$ cat src/rtl/led_pattern_engine.sv
// Purpose : LED pattern generator with debounced mode/pause buttons and a step prescaler.
// Latency : raw button edge -> press pulse 2+DEBOUNCE_CYCLES cycles, applied on the following edge.
// Backpr. : none; free-running pin-level block with no flow control.
//
// Ports:
//   clk      system clock
//   rst_n    asynchronous active-low reset
//   buttons  raw asynchronous buttons, [0] = mode, [1] = pause
//   leds     registered LED drive (NUM_LEDS bits)
//   mode     registered current mode (0 BLINK, 1 ROT_L, 2 ROT_R, 3 BOUNCE, 4 COUNT)
//   paused   registered pause state
//   tick     registered one-cycle pattern step pulse
module led_pattern_engine #(
  parameter int NUM_LEDS        = 6,
  parameter int TICK_DIV        = 13_500_000,
  parameter int DEBOUNCE_CYCLES = 270_000,
  parameter bit BTN_ACTIVE_LOW  = 1'b0
) (
  input  logic                clk,
  input  logic                rst_n,
  input  logic [1:0]          buttons,
  output logic [NUM_LEDS-1:0] leds,
  output logic [2:0]          mode,
  output logic                paused,
  output logic                tick
);

  localparam int PW = $clog2(TICK_DIV);
  localparam int DW = (DEBOUNCE_CYCLES > 1) ? $clog2(DEBOUNCE_CYCLES) : 1;
  localparam logic [PW-1:0] PRESC_MAX = PW'(TICK_DIV - 1);
  localparam logic [DW-1:0] DEB_MAX   = DW'(DEBOUNCE_CYCLES - 1);

  typedef enum logic [2:0] {
    MODE_BLINK  = 3'd0,
    MODE_ROT_L  = 3'd1,
    MODE_ROT_R  = 3'd2,
    MODE_BOUNCE = 3'd3,
    MODE_COUNT  = 3'd4
  } mode_e;

  // ---------------------------------------------------------------- buttons
  logic [1:0]    btn_norm;
  logic [1:0]    sync1_q, sync2_q;
  logic [1:0]    deb_q, deb_d;
  logic [1:0]    press_q, press_d;
  logic [DW-1:0] cnt_q [2];
  logic [DW-1:0] cnt_d [2];

  assign btn_norm = buttons ^ {2{BTN_ACTIVE_LOW}};

  // A level is accepted after it has differed from the debounced level on
  // DEBOUNCE_CYCLES consecutive edges; any agreement restarts the count.
  always_comb begin
    for (int b = 0; b < 2; b++) begin
      deb_d[b]   = deb_q[b];
      cnt_d[b]   = '0;
      press_d[b] = 1'b0;
      if (sync2_q[b] != deb_q[b]) begin
        if (cnt_q[b] == DEB_MAX) begin
          deb_d[b]   = sync2_q[b];
          press_d[b] = sync2_q[b];
        end else begin
          cnt_d[b] = cnt_q[b] + DW'(1);
        end
      end
    end
  end

  always_ff @(posedge clk or negedge rst_n) begin
    if (!rst_n) begin
      sync1_q <= '0;
      sync2_q <= '0;
      deb_q   <= '0;
      press_q <= '0;
      cnt_q[0] <= '0;
      cnt_q[1] <= '0;
    end else begin
      sync1_q <= btn_norm;
      sync2_q <= sync1_q;
      deb_q   <= deb_d;
      press_q <= press_d;
      cnt_q[0] <= cnt_d[0];
      cnt_q[1] <= cnt_d[1];
    end
  end

  // ---------------------------------------------------------------- pattern
  mode_e               mode_q, mode_d, mode_eff;
  logic [NUM_LEDS-1:0] leds_q, leds_d;
  logic [PW-1:0]       presc_q, presc_d;
  logic                paused_q, paused_d;
  logic                tick_q, tick_d;
  logic                up_q, up_d;
  logic                wrap;

  function automatic logic [NUM_LEDS-1:0] seed_of(input mode_e m);
    logic [NUM_LEDS-1:0] s;
    case (m)
      MODE_ROT_L, MODE_BOUNCE: s = NUM_LEDS'(1);
      MODE_ROT_R:              s = {1'b1, {(NUM_LEDS-1){1'b0}}};
      default:                 s = '0;
    endcase
    return s;
  endfunction

  function automatic mode_e next_mode(input mode_e m);
    mode_e n;
    case (m)
      MODE_BLINK:  n = MODE_ROT_L;
      MODE_ROT_L:  n = MODE_ROT_R;
      MODE_ROT_R:  n = MODE_BOUNCE;
      MODE_BOUNCE: n = MODE_COUNT;
      default:     n = MODE_BLINK;
    endcase
    return n;
  endfunction

  // Out-of-range mode values behave as BLINK.
  assign mode_eff = (mode_q > MODE_COUNT) ? MODE_BLINK : mode_q;
  assign wrap     = !paused_q && (presc_q == PRESC_MAX);

  always_comb begin
    mode_d   = mode_q;
    leds_d   = leds_q;
    up_d     = up_q;
    presc_d  = presc_q;
    tick_d   = 1'b0;
    // A pause press coinciding with a tick still lets that tick's step land.
    paused_d = paused_q ^ press_q[1];
    if (press_q[0]) begin
      // Mode change overrides a coincident tick: its step and pulse are dropped.
      mode_d  = next_mode(mode_eff);
      leds_d  = seed_of(next_mode(mode_eff));
      up_d    = 1'b1;
      presc_d = '0;
    end else if (!paused_q) begin
      presc_d = wrap ? '0 : presc_q + PW'(1);
      tick_d  = wrap;
      if (wrap) begin
        mode_d = mode_eff;
        case (mode_eff)
          MODE_ROT_L: leds_d = {leds_q[NUM_LEDS-2:0], leds_q[NUM_LEDS-1]};
          MODE_ROT_R: leds_d = {leds_q[0], leds_q[NUM_LEDS-1:1]};
          MODE_BOUNCE: begin
            // Flip direction as the end LED is reached so it is shown for one tick.
            if (up_q) begin
              leds_d = leds_q << 1;
              if (leds_d[NUM_LEDS-1]) up_d = 1'b0;
            end else begin
              leds_d = leds_q >> 1;
              if (leds_d[0]) up_d = 1'b1;
            end
          end
          MODE_COUNT: leds_d = leds_q + NUM_LEDS'(1);
          default:    leds_d = ~leds_q;
        endcase
      end
    end
  end

  always_ff @(posedge clk or negedge rst_n) begin
    if (!rst_n) begin
      mode_q   <= MODE_BLINK;
      leds_q   <= '0;
      up_q     <= 1'b1;
      presc_q  <= '0;
      paused_q <= 1'b0;
      tick_q   <= 1'b0;
    end else begin
      mode_q   <= mode_d;
      leds_q   <= leds_d;
      up_q     <= up_d;
      presc_q  <= presc_d;
      paused_q <= paused_d;
      tick_q   <= tick_d;
    end
  end

  assign leds   = leds_q;
  assign mode   = mode_q;
  assign paused = paused_q;
  assign tick   = tick_q;

endmodule

$ cat config.mk
export PLATFORM = sky130hd
export DESIGN_NAME = led_pattern_engine
export DESIGN_NICKNAME = d
export VERILOG_FILES = /design/src/rtl/led_pattern_engine.sv
export SDC_FILE = /design/constraint.sdc
export NUM_CORES = 1
export LEC_CHECK = 0
export BUFFER_PORTS_ARGS = -buffer_cell sky130_fd_sc_hd__buf_4
export CAP_MARGIN = 30
export CELL_PAD_IN_SITES_DETAIL_PLACEMENT = 0
export CELL_PAD_IN_SITES_GLOBAL_PLACEMENT = 1
export CORE_MARGIN = 2
export CORE_UTILIZATION = 50
export CTS_CLUSTER_SIZE = 12
export DETAILED_ROUTE_END_ITERATION = 10
export GPL_TIMING_DRIVEN = 0
export PLACE_DENSITY = 0.87
export SKIP_CTS_REPAIR_TIMING = 1
export SLEW_MARGIN = 20
export SYNTH_ARGS = -nofsm -noshare
export SYNTH_HDL_FRONTEND = slang
export SYNTH_SLANG_ARGS = --single-unit
$ cat constraint.sdc
create_clock -name clk -period 3.9 [get_ports clk]
set_input_delay 1.17 -clock clk [delete_from_list [all_inputs] [get_ports clk]]
set_output_delay 1.17 -clock clk [all_outputs]
set_load 0.005 [all_outputs]
## After elaboration in Yosys (flattened, before gate mapping)

Cells that the tools add are included.

| storage, ports and cells | value |
|---|---|
| bits in registers | 82 |
| logic and storage cells | 75 |
| input port bits | 4 |

| cells by class | value |
|---|---|
| add/subtract/negate cells | 4 |
| eq/ne operators | 13 |
| order comparisons | 1 |
| multiplexer cells | 32 |
| bitwise gates (word level) | 2 |
| reductions and logical operators | 10 |

Operators by type and width:

| cell | number |
|---|---|
| 19-bit two-way mux | 4 |
| 24-bit two-way mux | 3 |
| 19-bit by 1-bit adder with 19-bit output, second input constant | 2 |
| 19-bit equality test, second input constant | 2 |
| 24-bit by 1-bit adder with 24-bit output, second input constant | 1 |
| 24-bit equality test, second input constant | 1 |
| 6-bit two-way mux | 4 |
| 6-bit case mux with 4 select lines | 1 |
| 3-bit two-way mux | 5 |
| 1-bit two-way mux | 13 |
| 3-bit by 2-bit equality test with 1-bit output, second input constant | 4 |
| 3-bit case mux with 4 select lines | 1 |
| 6-bit case mux with 2 select lines | 1 |
| 6-bit by 1-bit adder with 6-bit output, second input constant | 1 |
| 3-bit by 1-bit equality test with 1-bit output, second input constant | 2 |
| 6-bit NOT | 1 |
| 2-bit AND reduction | 3 |
| 2-bit nonzero test | 2 |
| 3-bit equality test, second input constant | 1 |
| 3-bit > comparator, second input constant | 1 |
| 3-bit logical NOT | 1 |
| 3-bit AND reduction | 1 |
| 1-bit inequality test | 2 |
| 2-bit inequality test, second input constant | 1 |
| 4 further kinds | 4 |

## Depth between registers and ports, before layout

Gate-level depths: netlist of the first run.

| depth | value |
|---|---|
| depth in word-level cells | 9 |
| gate-level depth with buffers | 8 |
| depth with buffers taken out | 6 |

## Worst setup path before layout of the first run

Ideal clock, no wire load.

| timing | value |
|---|---|
| path kind | reg-to-reg |
| from | reg presc_q[20] |
| to | reg leds_q[4] (netlist: leds[4]) |
| path buffers | 0 |
| setup time | 0.082 ns |
| arrival | 2.090 ns |
| setup slack | 1.728 ns |
| data required time | 3.818 ns |
| clock period less this slack | 2.172 ns |
| cell stages (with the launch flop) | 6 |
| path through | dfrtp_1 > or4_4 > nor4_4 > nand2_2 > or4_1 > a31oi_1 |

| on the way | value |
|---|---|
| cells in the longest elaborated chain, start to end | 4 |

Ends and longest elaborated chain:

| what | line | source |
|---|---|---|
| start: declaration | 90 | `logic [PW-1:0] presc_q, presc_d;` |
| start signal: assignment | 173 | `presc_q <= presc_d;` |
| 24-bit equality test | 120 | `assign wrap = !paused_q && (presc_q == PRESC_MAX);` |
| 1-bit logical AND | 120 |  |
| 2-bit nonzero test (no source line) | n/a |  |
| 2-bit AND reduction (no source line) | n/a |  |
| end signal: assignment | 171 | `leds_q <= leds_d;` |
| end: declaration | 89 | `logic [NUM_LEDS-1:0] leds_q, leds_d;` |

Every way passes these cells.
A chain may end at the register's enable or synchronous reset.

## Worst setup path in the final report of the first run

| timing | value |
|---|---|
| from | reg presc_q[0] |
| to | reg presc_q[13] |

| on the way | value |
|---|---|
| cells in the longest elaborated chain, start to end | 5 |

Ends and longest elaborated chain:

| what | line | source |
|---|---|---|
| branches (longest 2 deep; another with 24-bit by 1-bit adder with 24-bit output) | n/a |  |
| 24-bit two-way mux * | 137 | `presc_d = wrap ? '0 : presc_q + PW'(1);` |
| 24-bit two-way mux * | 136 | `end else if (!paused_q) begin` |
| 24-bit two-way mux * | 130 | `if (press_q[0]) begin` |

Mark *: on every way between the ends. The select of a mux whose other input is x is not followed.

==> results of run 1 <==
## cells by family after synthesis
logic type	Yosys count	share of synthesized area (%)
AOI/OAI and AO/OA	52	7.94
xor gates and xnor gates	55	11.3
adders and majority gates	4	1.18
buffers and inverters	24	2.29
DFF	82	48.3
muxes	5	1.27
and+or+nand+nor	225	27.7
## per-stage QoR
step                hold slack, ns  std cells
floorplan                    0.331        447
global placement             0.335        566
detailed placement           0.341        567
CTS                          0.360        583
global route                 0.374        583
finish                       0.357        583
## cells in the final DEF (no fill, tap or decap), types with 2 or more instances in the layout
cell	synthesis	layout
mux2_2	3	3
buf_2	6	6
o21ai_0	12	12
xnor2_1	22	22
nor3b_1	2	2
ha_1	4	4
nor4_4	2	2
and3_1	10	10
a21oi_1	13	13
a221oi_1	3	3
bufinv_16	0	2
nor2_1	83	83
o31ai_1	2	2
o211ai_1	2	2
o22ai_1	2	2
nand4b_1	2	2
nand4_1	20	20
clkbuf_8	0	9
a31oi_1	4	4
buf_4	0	14
nor3_1	8	8
nor2b_1	6	6
mux2i_1	2	2
dfrtp_1	81	81
nand2b_1	2	2
and4_1	5	5
or3_1	2	2
inv_1	7	7
and2_1	4	4
nor4_1	8	8
nand2_1	27	27
nand3b_1	5	5
nand3_1	28	28
clkbuf_1	11	12
xor2_1	33	33
## final timing paths
path | startpoint | endpoint | slack (ns) | cells after the start
setup reg to reg | presc_q[0]$_DFFE_PN0P_ | presc_q[13]$_DFFE_PN0P_ | 1.33 | 8
setup / recovery | presc_q[0]$_DFFE_PN0P_ | presc_q[13]$_DFFE_PN0P_ | 1.33 | 8
max in group asynchronous | rst_n | cnt_q[17]$_DFF_PN0_ | 2.49 | 2
hold / removal | sync1_q[1]$_DFF_PN0_ | sync2_q[1]$_DFF_PN0_ | 0.36 | 0
hold reg to reg | sync1_q[1]$_DFF_PN0_ | sync2_q[1]$_DFF_PN0_ | 0.36 | 0
min in group asynchronous | rst_n | leds[2]$_DFFE_PN0P_ | 0.79 | 1
## worst register-to-register path: cells and delay by family (launching register included)
| kind | cells | cell delay, ns |
|---|---|---|
| buf+inv | 2 | 0.45 |
| fa+ha+maj | 1 | 0.19 |
| flops | 1 | 0.42 |
| simple gates | 5 | 1.38 |
## metal layers
metal	part of all wire (%)	global-route usage, %	vias up
li1	-	-	1632
met1	49	30.4	1649
met2	46	31.5	69
met3	4.2	4.39	12
met4	1.2	7.14	0
met5	0	0	-
## cell usage after synthesis (all sizes together), types with 3 or more instances
library cell   n  share of area (%)
a31oi          4               0.59
nor4          10                2.2
nand4         20                2.9
nor2b          6               0.88
nand3         28                3.3
nand3b         5               0.88
and2           5               0.76
nand2         28                2.5
buf            6               0.71
nor2          83                7.3
and3          10                1.5
xnor2         22                4.5
xor2          33                6.8
mux2           3               0.79
a221oi         3               0.62
and4           6                1.3
dfrtp         81                 48
ha             4                1.2
inv            7               0.62
nor3           8               0.94
o21ai         12                1.4
a21oi         13                1.5
clkbuf        11               0.97
## power by group through the flow
| stage | logic [mW] | clock network, mW | registers [mW] |
|---|---|---|---|
| 5_1_grt | 0.0431 | 0.739 | 0.864 |
| 2_1_floorplan | 0.0123 | 0 | 0.878 |
| 3_5_place_dp | 0.0381 | 0 | 0.880 |
| 4_1_cts | 0.0383 | 0.695 | 0.863 |
| 6_report | 0.0364 | 0.680 | 0.863 |
| 3_3_place_gp | 0.0345 | 0 | 0.879 |
## registers in the layout (all words and copies together) (netlist names)
name	flops
cnt_q	38
presc_q	24
leds	6
mode	3
deb_q	2
press_q	2
sync1_q	2
sync2_q	2
paused	1
tick	1
up_q	1
## layout make-up
class | count | area, um^2
flip-flops and latches | 82 | 2050
clock inverters | 6 | 90.1
clock buffers | 10 | 128
repair buffers | 15 | 125
inverters | 7 | 26.3
well taps | 105 | 131
plain buffers | 17 | 71.3
multi-input cells | 341 | 2100
fillers | 736 | 3490
==> flow_summary.json, run 1 <==
{
  "stdcell_area_um2": 4730,
  "intPower_mw": 1.23,
  "crit_path_end_kind": "register",
  "cts_made_buffers": 9,
  "dr.first_iter.drc_count": 180,
  "synthCells": 447,
  "cts_tree": "done",
  "die_x_um": 96.2,
  "seqPwrFrac_pct": 54.6,
  "rsz0062_at_grt": "no",
  "synth_edf_count": 0,
  "die_y_um": 96.2,
  "cp_common_cell": "buf_2",
  "grt_max_degree": 43,
  "layout-drive-gt1-share_pct": 10.3,
  "start_util_pct": 51.8,
  "hold_class": "reg -> reg",
  "portBuffers": 14,
  "ys_seq_area_share_pct": 48.3,
  "area_growth_pct": 11.2,
  "num_antenna_cells": 0,
  "cp_max_fo": 10,
  "worstMarginPinSlew_ns": 0.783,
  "htreeDepth": 3,
  "start_kind": "register",
  "coreArea_um2": 8220,
  "fin_ws_ns": 1.33,
  "power_frac_clock_pct": 43.1,
  "critPathArrivalTime_ns": 2.80,
  "status": "completed",
  "grt-ovfl-total": 0,
  "crit_path_top_delay_cell": "nor4_4",
  "p_per_area_nw_per_um2": 334,
  "worst-path-buf-inv": 2,
  "path_cells": "ha_1 > nand4_1 > nor4_4 > nand2_1 > nand2b_1 > buf_2 > buf_2 > nor2_1",
  "drv_cap": 0,
  "syn-num-nets": 455,
  "drc": 0,
  "hold_violations": 0,
  "fin_skew_ns": 0.0140,
  "vdd_drop_max_mv": 0.224,
  "final_util_pct": 57.5,
  "path_clk_slew_ns": 0.08,
  "swShare_pct": 22.1,
  "num_rows": 33,
  "slowest_delay_ns": 0.51,
  "synth_area_um2": 4250,
  "grt_usage_pct": 21.0,
  "setup_violations": 0,
  "grt_pass1_vias": 3172,
  "clockRootBuffer": "clkbuf_8",
  "syn_area_per_cell_um2": 9.51,
  "antenna_found_initial": 0,
  "fin_total_pwr_mw": 1.58,
  "num-nets-final": 481,
  "finalWirelength_um": 8610,
  "ios": 15,
  "vias": 3362,
  "cts_buffer_depth": 2,
  "synth-seq-cells": 82,
  "drv_slew": 0,
  "p_leak_nw": 2.03,
  "final.setup.tns_ns": 0,
  "postRouteAntennaNets": 0,
  "dr.pass1.iters": 4,
  "clk_latency_ns": 0.35,
  "finalCriticalPeriod_ns": 2.57,
  "post-route-period-util_pct": 65.8,
  "wl_per_cell_um": 14.8,
  "place_ws_ns": 1.39,
  "clock-sinks": 82,
  "fmax_mhz": 389,
  "dpl_cell_area_um2": 4510,
  "die_area_um2": 9260,
  "p_comb_share_pct": 2.3,
  "dp_hpwl_um": 5980,
  "async_flop_share_pct": 100,
  "slew_headroom_pct": 47.3,
  "yosys_warnings": 0,
  "path_class": "reg -> reg",
  "ys_types": 58,
  "grt_pass1_wl_um": 15100,
  "globalplace.congestion": 0.889,
  "crit_family": "simple AND/OR/NAND/NOR gates",
  "cp_data_required_time_ns": 4.13,
  "switchingPower_uw": 349,
  "synth_flop_cell": "dfrtp_1",
  "viasPerCell": 5.77
}
No activity file was read; power rests on OpenSTA's default activity.
==> inputs of run 2 (changes only) <==
- CORE_UTILIZATION: 50 -> 48
- PLACE_DENSITY: 0.87 -> 0.85
- clock period: 3.9 -> 2.44 ns (I/O delays scaled with it)
==> flow_summary.json, run 2 (synthesized netlist as in run 1, its figures left out) <==
{
  "status": "completed",
  "cts_buffer_depth": 2,
  "hold_class": "in -> async",
  "cp.depth": 6,
  "path_cells": "or4bb_1 > nor4_4 > buf_4 > nand2_2 > or4_1 > a31oi_1",
  "grt_pass1_vias": 3168,
  "grt_usage_pct": 19.3,
  "cts_made_buffers": 9,
  "dr.first_iter.drc_count": 201,
  "largest_reg_flops": 38,
  "worstMarginPinSlew_ns": 0.702,
  "hold_violations": 0,
  "critPathArrivalTime_ns": 2.63,
  "drv_slew": 0,
  "grt-ovfl-total": 0,
  "ios": 15,
  "fin_skew_ns": 0.0163,
  "wl_per_cell_um": 14.7,
  "top_register": "cnt_q",
  "cp_data_required_time_ns": 2.71,
  "postRouteAntennaNets": 0,
  "portBuffers": 14,
  "cts_tree": "done",
  "fin_hold_ws_ns": 0.283,
  "coreArea_um2": 8640,
  "crit_family": "simple AND/OR/NAND/NOR gates",
  "dp_hpwl_um": 5860,
  "num-nets-final": 487,
  "start_util_pct": 49.2,
  "vias": 3330,
  "dpl_cell_area_um2": 4520,
  "grt_pass1_wl_um": 15300,
  "grt_max_degree": 59,
  "reg2reg_depth": 6,
  "p_leak_nw": 2.04,
  "htreeDepth": 3,
  "die_y_um": 98.1,
  "drv_cap": 0,
  "globalplace.congestion": 0.865,
  "num_antenna_cells": 0,
  "setup_violations": 0,
  "start_kind": "register",
  "finalCriticalPeriod_ns": 2.36,
  "area_growth_pct": 11.4,
  "p_per_area_nw_per_um2": 485,
  "clockRootBuffer": "clkbuf_8",
  "viasPerCell": 5.63,
  "stdcell_area_um2": 4740,
  "clock-sinks": 82,
  "fillers": 781,
  "path_clk_slew_ns": 0.09,
  "die_x_um": 98.1,
  "cp_max_fo": 6,
  "slew_headroom_pct": 52.9,
  "final_util_pct": 54.9,
  "crit_path_top_delay_cell": "or4bb_1",
  "mostFrequentLayoutCells": "nor2_1 (83), dfrtp_1 (81), xor2_1 (33), nand3_1 (28), nand2_1 (25)",
  "finalWirelength_um": 8730,
  "drc": 0,
  "post-route-period-util_pct": 96.8,
  "num_rows": 34,
  "crit_path_end_kind": "register",
  "die_area_um2": 9630,
  "final_common_cell": "nor2_1",
  "clk_latency_ns": 0.35,
  "fin_total_pwr_mw": 2.30,
  "layout-drive-gt1-share_pct": 11.8,
  "slowest_delay_ns": 0.60,
  "path_class": "reg -> reg",
  "worst-path-buf-inv": 1,
  "antenna_found_initial": 0,
  "fmax_mhz": 424,
  "dr.pass1.iters": 4,
  "vdd_drop_max_mv": 0.257
}
run 2: cell count changes in the layout (fill, tap and decap cells not counted), moves of 2 or more:
cell	previous run	this run
buf_4	14	20
bufinv_16	2	0
clkinv_2	1	3
nand2_1	27	25
nand2_2	1	3
run 2: worst register-to-register path, stage by stage, from the launching register on:
cell	delay [ns]
dfrtp_1	0.45
or4bb_1	0.61
nor4_4	0.24
buf_4	0.19
nand2_2	0.10
or4_1	0.52
a31oi_1	0.17
run 2: path summary, 6_finish.rpt:
kind,to,slack [ns],startpoint
worst max-delay path,leds[4]$_DFFE_PN0P_,0.08,presc_q[5]$_DFFE_PN0P_
worst min-delay path,leds[2]$_DFFE_PN0P_,0.28,rst_n
worst max register to register,leds[4]$_DFFE_PN0P_,0.08,presc_q[5]$_DFFE_PN0P_
worst min register to register,sync2_q[0]$_DFF_PN0_,0.36,sync1_q[0]$_DFF_PN0_
max in group asynchronous,presc_q[16]$_DFFE_PN0P_,1.55,rst_n
min in group clk,sync2_q[0]$_DFF_PN0_,0.36,sync1_q[0]$_DFF_PN0_
run 2: metrics by stage:
step / std cells / worst slack (ns) / setup TNS (ns)
2_1_floorplan: 447 / 0.268 / 0
3_3_place_gp: 569 / -0.0717 / -0.700
3_5_place_dp: 570 / -0.0902 / -0.862
4_1_cts: 586 / -0.148 / -1.37
5_1_grt: 592 / -0.0110 / -0.0110
6_report: 592 / 0.0789 / 0
run 2: layout make-up:
cell class	instances	area (um^2)	share of cell area, %
Buffer	17	71.3	1.50
Clock buffer	11	131	2.77
Clock inverter	5	31.3	0.660
Inverter	7	26.3	0.554
Multi-Input combinational cell	341	2110	44.6
Sequential cell	82	2050	43.3
Tap cell	108	135	2.85
Timing Repair Buffer	21	178	3.75
run 2: per-layer routing:
layer	global-route usage [%]	part of all wire (%)	up-vias
li1	-	-	1647
met4	6.94	1.2	0
met3	3.72	4.2	9
met1	29.2	49	1609
met2	27.8	45	65
met5	0	0	-
run 2: report_power, final:
group	internal (mW)	switching, mW	total, mW
clock network	0.367	0.493	0.860
logic	0.0175	0.0428	0.0603
registers	1.37	0.00948	1.38
==> inputs of run 3 (changes only) <==
- CELL_PAD_IN_SITES_DETAIL_PLACEMENT: 0 -> not set
- CELL_PAD_IN_SITES_GLOBAL_PLACEMENT: 1 -> not set
- CORE_UTILIZATION: 48 -> 50
- PLACE_DENSITY: 0.85 -> 0.73
==> flow_summary.json, run 3 (synthesized netlist as in run 1, its figures left out) <==
{
  "cts_buffer_depth": 2,
  "grt_usage_pct": 20.1,
  "die_y_um": 96.2,
  "top_register": "cnt_q",
  "worstMarginPinSlew_ns": 0.723,
  "clk_latency_ns": 0.36,
  "num-nets-final": 487,
  "start_util_pct": 51.8,
  "final.setup.tns_ns": 0,
  "setup_violations": 0,
  "worst-path-buf-inv": 0,
  "vias": 3345,
  "startpoint": "presc_q[5]$_DFFE_PN0P_",
  "dr.first_iter.drc_count": 145,
  "ios": 15,
  "grt-ovfl-total": 0,
  "num_rows": 33,
  "path_clk_slew_ns": 0.08,
  "globalplace.congestion": 0.897,
  "slowest_delay_ns": 0.61,
  "crit_path_end_kind": "register",
  "crit_family": "simple AND/OR/NAND/NOR gates",
  "critPathArrivalTime_ns": 2.64,
  "htreeDepth": 3,
  "hold_class": "in -> async",
  "path_class": "reg -> reg",
  "postRouteAntennaNets": 0,
  "drv_cap": 0,
  "grt_pass1_vias": 3095,
  "layout-drive-gt1-share_pct": 11.8,
  "die_x_um": 96.2,
  "rsz0062_at_grt": "no",
  "start_kind": "register",
  "drc": 0,
  "hold_violations": 0,
  "die_area_um2": 9260,
  "cp_max_fo": 6,
  "clock-sinks": 82,
  "coreArea_um2": 8220,
  "cts_made_buffers": 9,
  "portBuffers": 14,
  "p_per_area_nw_per_um2": 492,
  "dr.pass1.iters": 4,
  "r2r-start": "presc_q[5]$_DFFE_PN0P_",
  "fin_hold_ws_ns": 0.320,
  "cts_tree": "done",
  "final_common_cell": "nor2_1",
  "largest_reg_flops": 38,
  "p_leak_nw": 2.03,
  "dp_hpwl_um": 5620,
  "mostFrequentLayoutCells": "nor2_1 (83), dfrtp_1 (81), xor2_1 (33), nand3_1 (28), nand2_1 (26)",
  "viasPerCell": 5.68,
  "cp_data_required_time_ns": 2.72,
  "fillers": 726,
  "crit_path_top_delay_cell": "or4bb_1",
  "clockRootBuffer": "clkbuf_8",
  "post-route-period-util_pct": 97.0,
  "drv_slew": 0,
  "multiInputGateArea_um2": 2110,
  "fin_skew_ns": 0.00709,
  "finalCriticalPeriod_ns": 2.37,
  "fin_ws_ns": 0.0741,
  "grt_max_degree": 49,
  "num_antenna_cells": 0,
  "finalWirelength_um": 8330,
  "place_ws_ns": -0.0827,
  "grt_pass1_wl_um": 14600,
  "fmax_mhz": 423,
  "vdd_drop_max_mv": 0.398,
  "instances_no_fill": 589,
  "path_cells": "or4bb_1 > nor4_4 > nand2_2 > or4_1 > a31oi_1",
  "wl_per_cell_um": 14.1,
  "antenna_found_initial": 0,
  "status": "completed",
  "slew_headroom_pct": 51.3,
  "regArea_um2": 2050,
  "final_util_pct": 57.8,
  "area_growth_pct": 11.7,
  "dp.cells": 567
}
==> run 3: cell types whose count changed in the layout (fill, tap and decap cells not counted), sizes merged <==
cell	before	now
clkinvlp	1	4
clkinv	4	0
inv	7	8
==> run 3: path summary, 6_finish.rpt <==
path | to | slack [ns] | depth (start not counted)
max | leds[4]$_DFFE_PN0P_ | 0.07 | 5
min | leds[2]$_DFFE_PN0P_ | 0.32 | 1
max reg2reg | leds[4]$_DFFE_PN0P_ | 0.07 | 5
min reg2reg | sync2_q[0]$_DFF_PN0_ | 0.35 | 0
max in group asynchronous | cnt_q[20]$_DFF_PN0_ | 1.52 | 2
min in group clk | sync2_q[0]$_DFF_PN0_ | 0.35 | 0
==> run 3: cell type report <==
class	count	share of cell area, %
multi-input cells	341	44.4
clock buffers	11	2.98
inverters	7	0.553
clock inverters	5	0.816
plain buffers	17	1.50
well taps	105	2.76
flip-flops and latches	82	43.2
repair buffers	21	3.74
==> run 3: stage by stage <==
stage / area (um^2) / power, mW
2_1_floorplan: 4250 / 1.42
3_3_place_gp: 4490 / 1.46
3_5_place_dp: 4520 / 1.47
4_1_cts: 4700 / 2.37
5_1_grt: 4750 / 2.44
6_report: 4750 / 2.34
==> run 3: where the power goes <==
group	leakage [nW]	total [mW]	internal (mW)	switching, mW
clock	0.0782	0.902	0.401	0.501
sequential	1.11	1.38	1.37	0.00956
combinational	0.843	0.0587	0.0172	0.0415
total	2.03	2.34	1.79	0.552
==> run 3: routing by layer <==
layer  wire length, um  share of wire (%)  up-vias  GRT usage [%]
li1                  -                  -     1638              -
met1              3970                 48     1609           28.3
met2              3860                 46       86           31.0
met3               391                4.7       12           4.23
met4               109                1.3        0           6.79
met5                 0                  0        -              0
